**src/rtl/reg_hazard_ctrl.sv**
```systemverilog
// Load scoreboard and writeback-port arbiter in front of register_file.
// Stalls issue on RAW/WAW against in-flight loads and alternates the shared write port fairly.
module reg_hazard_ctrl #(
    parameter int MAX_LOADS = 4,
    parameter int CNT_W     = 3
) (
    input  logic             clk,
    input  logic             rst_n,
    input  logic             issue_valid,
    input  logic             issue_is_load,
    input  logic [3:0]       issue_dst,
    input  logic [3:0]       issue_src_a,
    input  logic [3:0]       issue_src_b,
    input  logic [3:0]       issue_src_m,
    input  logic [3:0]       issue_src_p,
    output logic             issue_stall,
    input  logic             ld_ret_valid,
    input  logic [3:0]       ld_ret_addr,
    input  logic [31:0]      ld_ret_data,
    output logic             ld_ret_ready,
    input  logic             alu_wb_valid,
    input  logic [3:0]       alu_wb_addr,
    input  logic [31:0]      alu_wb_data,
    output logic             alu_wb_ready,
    output logic [3:0]       write_addr,
    output logic [31:0]      write_data,
    output logic [15:0]      pending,
    output logic [CNT_W-1:0] outstanding,
    output logic             ret_err
);

    logic [15:0]      pending_q, pending_d;
    logic [CNT_W-1:0] outstanding_q, outstanding_d;
    logic [3:0]       write_addr_q, write_addr_d;
    logic [31:0]      write_data_q, write_data_d;
    logic             ret_err_q, ret_err_d;
    logic             alu_owed_q, alu_owed_d;
    logic             ld_issue_acc;
    logic             ld_ret_acc;
    logic             src_hazard;
    logic             dst_hazard;
    logic             cap_hazard;

    function automatic logic src_hz(input logic [15:0] pend, input logic [3:0] s);
        return (s != 4'd0) && pend[s];
    endfunction

    // Hazards look only at registered state so a same-cycle clear unstalls one cycle later.
    always_comb begin
        src_hazard  = src_hz(pending_q, issue_src_a) | src_hz(pending_q, issue_src_b) |
                      src_hz(pending_q, issue_src_m) | src_hz(pending_q, issue_src_p);
        dst_hazard  = src_hz(pending_q, issue_dst);
        cap_hazard  = issue_is_load && (outstanding_q == CNT_W'(MAX_LOADS));
        issue_stall = issue_valid & (src_hazard | dst_hazard | cap_hazard);

        ld_ret_ready = ld_ret_valid & (~alu_wb_valid | ~alu_owed_q);
        alu_wb_ready = alu_wb_valid & (~ld_ret_valid | alu_owed_q);
        alu_owed_d   = ld_ret_valid & alu_wb_valid & ~alu_owed_q;

        ld_issue_acc = issue_valid & ~issue_stall & issue_is_load;
        ld_ret_acc   = ld_ret_valid & ld_ret_ready;
    end

    always_comb begin
        pending_d     = pending_q;
        outstanding_d = outstanding_q;
        ret_err_d     = ret_err_q;
        write_addr_d  = 4'd0;
        write_data_d  = 32'd0;

        if (ld_ret_acc) begin
            write_addr_d            = ld_ret_addr;
            write_data_d            = ld_ret_data;
            pending_d[ld_ret_addr]  = 1'b0;
            if (((ld_ret_addr != 4'd0) && !pending_q[ld_ret_addr]) ||
                (outstanding_q == '0))
                ret_err_d = 1'b1;
        end else if (alu_wb_ready) begin
            write_addr_d = alu_wb_addr;
            write_data_d = alu_wb_data;
        end

        if (ld_issue_acc && (issue_dst != 4'd0))
            pending_d[issue_dst] = 1'b1;
        pending_d[0] = 1'b0;

        // Simultaneous issue and return cancel; a stray return saturates at zero.
        if (ld_issue_acc && !ld_ret_acc)
            outstanding_d = outstanding_q + CNT_W'(1);
        else if (!ld_issue_acc && ld_ret_acc && (outstanding_q != '0))
            outstanding_d = outstanding_q - CNT_W'(1);
    end

    always_ff @(posedge clk or negedge rst_n) begin
        if (!rst_n) begin
            pending_q     <= '0;
            outstanding_q <= '0;
            write_addr_q  <= '0;
            write_data_q  <= '0;
            ret_err_q     <= 1'b0;
            alu_owed_q    <= 1'b0;
        end else begin
            pending_q     <= pending_d;
            outstanding_q <= outstanding_d;
            write_addr_q  <= write_addr_d;
            write_data_q  <= write_data_d;
            ret_err_q     <= ret_err_d;
            alu_owed_q    <= alu_owed_d;
        end
    end

    assign pending     = pending_q;
    assign outstanding = outstanding_q;
    assign write_addr  = write_addr_q;
    assign write_data  = write_data_q;
    assign ret_err     = ret_err_q;

endmodule

```
**config.mk**
```make
export PLATFORM = sky130hd
export DESIGN_NAME = reg_hazard_ctrl
export DESIGN_NICKNAME = d
export VERILOG_FILES = /design/src/rtl/reg_hazard_ctrl.sv
export SDC_FILE = /design/constraint.sdc
export NUM_CORES = 1
export LEC_CHECK = 0
export BUFFER_PORTS_ARGS = -buffer_cell sky130_fd_sc_hd__buf_2
export CORE_ASPECT_RATIO = 0.9
export CORE_MARGIN = 4
export CORE_UTILIZATION = 49
export CTS_CLUSTER_SIZE = 30
export DETAILED_ROUTE_END_ITERATION = 10
export GPL_TIMING_DRIVEN = 0
export PLACE_DENSITY = 0.86
export SLEW_MARGIN = 20
export SYNTH_ARGS = -nofsm -noshare
export SYNTH_HDL_FRONTEND = slang
export SYNTH_SLANG_ARGS = --single-unit
```
**constraint.sdc**
```tcl
create_clock -name clk -period 3.76 [get_ports clk]
set_input_delay 0.752 -clock clk [delete_from_list [all_inputs] [get_ports clk]]
set_output_delay 0.752 -clock clk [all_outputs]
set_load 0.02 [all_outputs]
```
==> metrics <==
HPWL Detailed 6.97 mm; number of buffers between clock root and the deepest sink 2; synthesized net count 356; Worst Hold Slack 466 ps; cell area after synthesis 3000 um^2; static leakage power 1.96 nW; clock group share of total power 21.6%; cell mode on critical path sky130_fd_sc_hd__buf_2; capture instance of the worst register-to-register path outstanding[2]; H-tree level count 2; Worst slew margin 47.5%; DRC errors left 0; Post-CTS Setup Inserts 0; leading cell type in the layout, fill and taps excluded sky130_fd_sc_hd__buf_2; share of post-route cells with drive strength above 1 45.2%; number of rows created at floorplan 26; last weighted congestion value of the routability-driven placer 0.921; final setup violation count 0; critical path required time 3010 ps; wire length of the first global-routing pass 14.4 mm; CTS clk-pin slew, worst paths 100 ps; count of buffer and inverter cells on the critical path 2; count of flip-flops with a built-in enable after synthesis 0; Final Util 68.2%; adder-cell share of the synthesized area 0.668%; worst clock skew 4.43 ps; worst hold-check path type primary input to async pin; overall overflow remaining after global route 0; clock net sink count 56; total power draw 0.00184 W; I/O Buffers 149; TritonCTS clock tree built; total number of vias 2866; first-iteration detailed-routing DRC count 178; count of cell types in the netlist 43; source of the worst register-to-register timing path pending[15]; critical path, cell by cell buf_2, mux4_2, mux2_2, a221oi_1, a41oi_1, buf_2; count of non-filler cells in the finished layout 484; xor/xnor share of the synthesized area 0.292%; maximum fanout along the worst path 3; Async SR Flop Fraction 100%; critical path launch point type primary input; Worst VDD drop 0.000255 V; post-route antenna net violation count 0; internal power 0.00117 W; setup repair after global routing missed its margin false; share of the clock period used by the worst path after layout 85.8%; Die X-Extent 90.5 um; main combinational cell family by area after synthesis compound AO/OA/AOI/OAI gates; area of the core 5790 um^2; Logic pwr share 34.0%; status finished, final reports clean; Crit. End Element output pin; multiplexer area fraction after synthesis 18.4%; leading cell types in the layout, fill and taps excluded 150 x sky130_fd_sc_hd__buf_2, 56 x sky130_fd_sc_hd__dfrtp_1, 36 x sky130_fd_sc_hd__a22o_1; Syn-to-layout area delta 31.8%; vertical die dimension 82.2 um; Most used DFF post-synth sky130_fd_sc_hd__dfrtp_1; delay-heaviest family, CP multiplexers; slew at the pin closest to its max-slew limit 786 ps; slowest library cell on the worst path sky130_fd_sc_hd__mux4_2; peak per-stage delay on the critical path 510 ps; total wire length 9.16 mm; average detailed-routed wire length per instance 18.9 um; Yosys reg bits 56; placed cell count 476; via count of the first global-routing pass 2898; clock network latency to the later pin of the worst-skew pair 310 ps; clock root buffer sky130_fd_sc_hd__clkbuf_8; max-cap violation count 0; Ys Warns 0; hold buffers post-CTS 0; number of antenna violations at the first check in global routing 0; Ports 157; compound-cell area share of the yosys netlist 21.5%; number of cells produced by synthesis 257; Global Route Usage Sum 24.5%; ratio of total power to cell area 466 nW/um^2; Nets 512; Sw Ratio 36.3%; highest clock rate 310 MHz; Mean Syn Cell Area 11.7 um^2; simple logic cell fraction of the synthesized area 8.89%; number of buffers inserted during clock tree synthesis 5; final critical-path required period 3220 ps; Crit Path Class primary input to output pin; router iterations before antenna repair 5; worst reg2reg path depth 9; setup slack of the most critical reg-to-reg path 960 ps; number of hold-slack violations in the final timing report 0; number of gates resized after cts 0; pin count of the biggest net entering global routing 57; number of antenna repair diodes 0; Arrival @ worst endpoint 2470 ps; floorplan die area 7440 um^2; via/cell ratio 5.92; portion of the post-synthesis area used by sequential elements 46.7%; switching pwr 0.000669 W; initial core utilization 51.8%; power share of the sequential group 44.4%; Final TNS setup 0 ps; final max-slew violation count 0
-- cells in the mapped netlist (2+ instances only) --
library cell / n / share of area (%)
sky130_fd_sc_hd__o21ai_1: 12 / 2.0
sky130_fd_sc_hd__mux2_2: 6 / 2.3
sky130_fd_sc_hd__dfrtp_1: 56 / 47
sky130_fd_sc_hd__a221oi_1: 5 / 1.5
sky130_fd_sc_hd__inv_1: 8 / 1.0
sky130_fd_sc_hd__nor2_1: 10 / 1.3
sky130_fd_sc_hd__nand2_1: 15 / 1.9
sky130_fd_sc_hd__o21ai_0: 18 / 3.0
sky130_fd_sc_hd__or2_2: 2 / 0.42
sky130_fd_sc_hd__a21o_1: 2 / 0.50
sky130_fd_sc_hd__nand3_1: 4 / 0.67
sky130_fd_sc_hd__or3_1: 2 / 0.42
sky130_fd_sc_hd__or3b_1: 2 / 0.58
sky130_fd_sc_hd__nor2b_1: 4 / 0.83
sky130_fd_sc_hd__clkbuf_1: 13 / 1.6
sky130_fd_sc_hd__nor3_1: 2 / 0.33
sky130_fd_sc_hd__a21oi_1: 3 / 0.50
sky130_fd_sc_hd__o31ai_1: 2 / 0.50
sky130_fd_sc_hd__mux4_2: 18 / 14
sky130_fd_sc_hd__nand2b_1: 4 / 0.83
sky130_fd_sc_hd__a22o_1: 36 / 11
sky130_fd_sc_hd__buf_2: 2 / 0.33
sky130_fd_sc_hd__o41ai_1: 3 / 0.88
sky130_fd_sc_hd__a31oi_1: 2 / 0.42
sky130_fd_sc_hd__mux2i_1: 8 / 2.7
-- power groups by stage --
stage               clock [W]  sequential [W]  combinational [W]
floorplan                   0        0.000885           0.000306
global placement            0        0.000822           0.000608
detailed placement          0        0.000824           0.000626
CTS                  0.000409        0.000811           0.000629
global route         0.000428        0.000831           0.000687
finish               0.000398        0.000817           0.000627
-- worst max-delay path by stage --
stage,from,end,slack (ps),cells past startpoint
6_report,issue_src_m[1],issue_stall,540,6
4_1_cts,issue_src_m[1],issue_stall,540,6
5_1_grt,issue_src_m[2],issue_stall,400,6
3_3_place_gp,issue_dst[0],issue_stall,570,7
3_5_place_dp,issue_src_m[1],issue_stall,540,6
2_1_floorplan,issue_src_m[2],issue_stall,750,6
-- per-layer routing --
layer	global-route usage, %	vias to the layer above	wire (um)
met5	0	-	0
met4	7.65	0	237
met3	5.34	30	687
met2	44.9	175	4770
met1	29.4	1353	3470
li1	-	1308	-
-- area by class of cell --
type                            instances  area, um^2
Buffer                                 16        66.3
Tap cell                               70        87.6
Multi-Input combinational cell        176        1500
Sequential cell                        56        1400
Inverter                                9        33.8
Fill cell                             470        1840
Timing Repair Buffer                  149         748
Clock buffer                            5        68.8
Clock inverter                          3        47.5
-- state kept, by name (all words and copies together) (netlist names) --
name         flops
ret_err          1
write_addr       4
alu_owed_q       1
pending         15
write_data      32
outstanding      3
-- kinds of logic (layout without fill, tap and decap cells) --
family / count (synthesis) / after routing
compound gates: 89 / 89
flops: 56 / 56
simple gates: 52 / 52
mux: 32 / 32
buf+inv: 25 / 182
fa+ha+maj: 1 / 1
other cells: 1 / 1
xor+xnor: 1 / 1
-- stage by stage --
stage | setup slack, ps | instance area (um^2)
2_1_floorplan | 753 | 3000
3_3_place_gp | 571 | 3830
3_5_place_dp | 536 | 3830
4_1_cts | 535 | 3950
5_1_grt | 400 | 3950
6_report | 535 | 3950
Power figures use the tool's default switching activity.
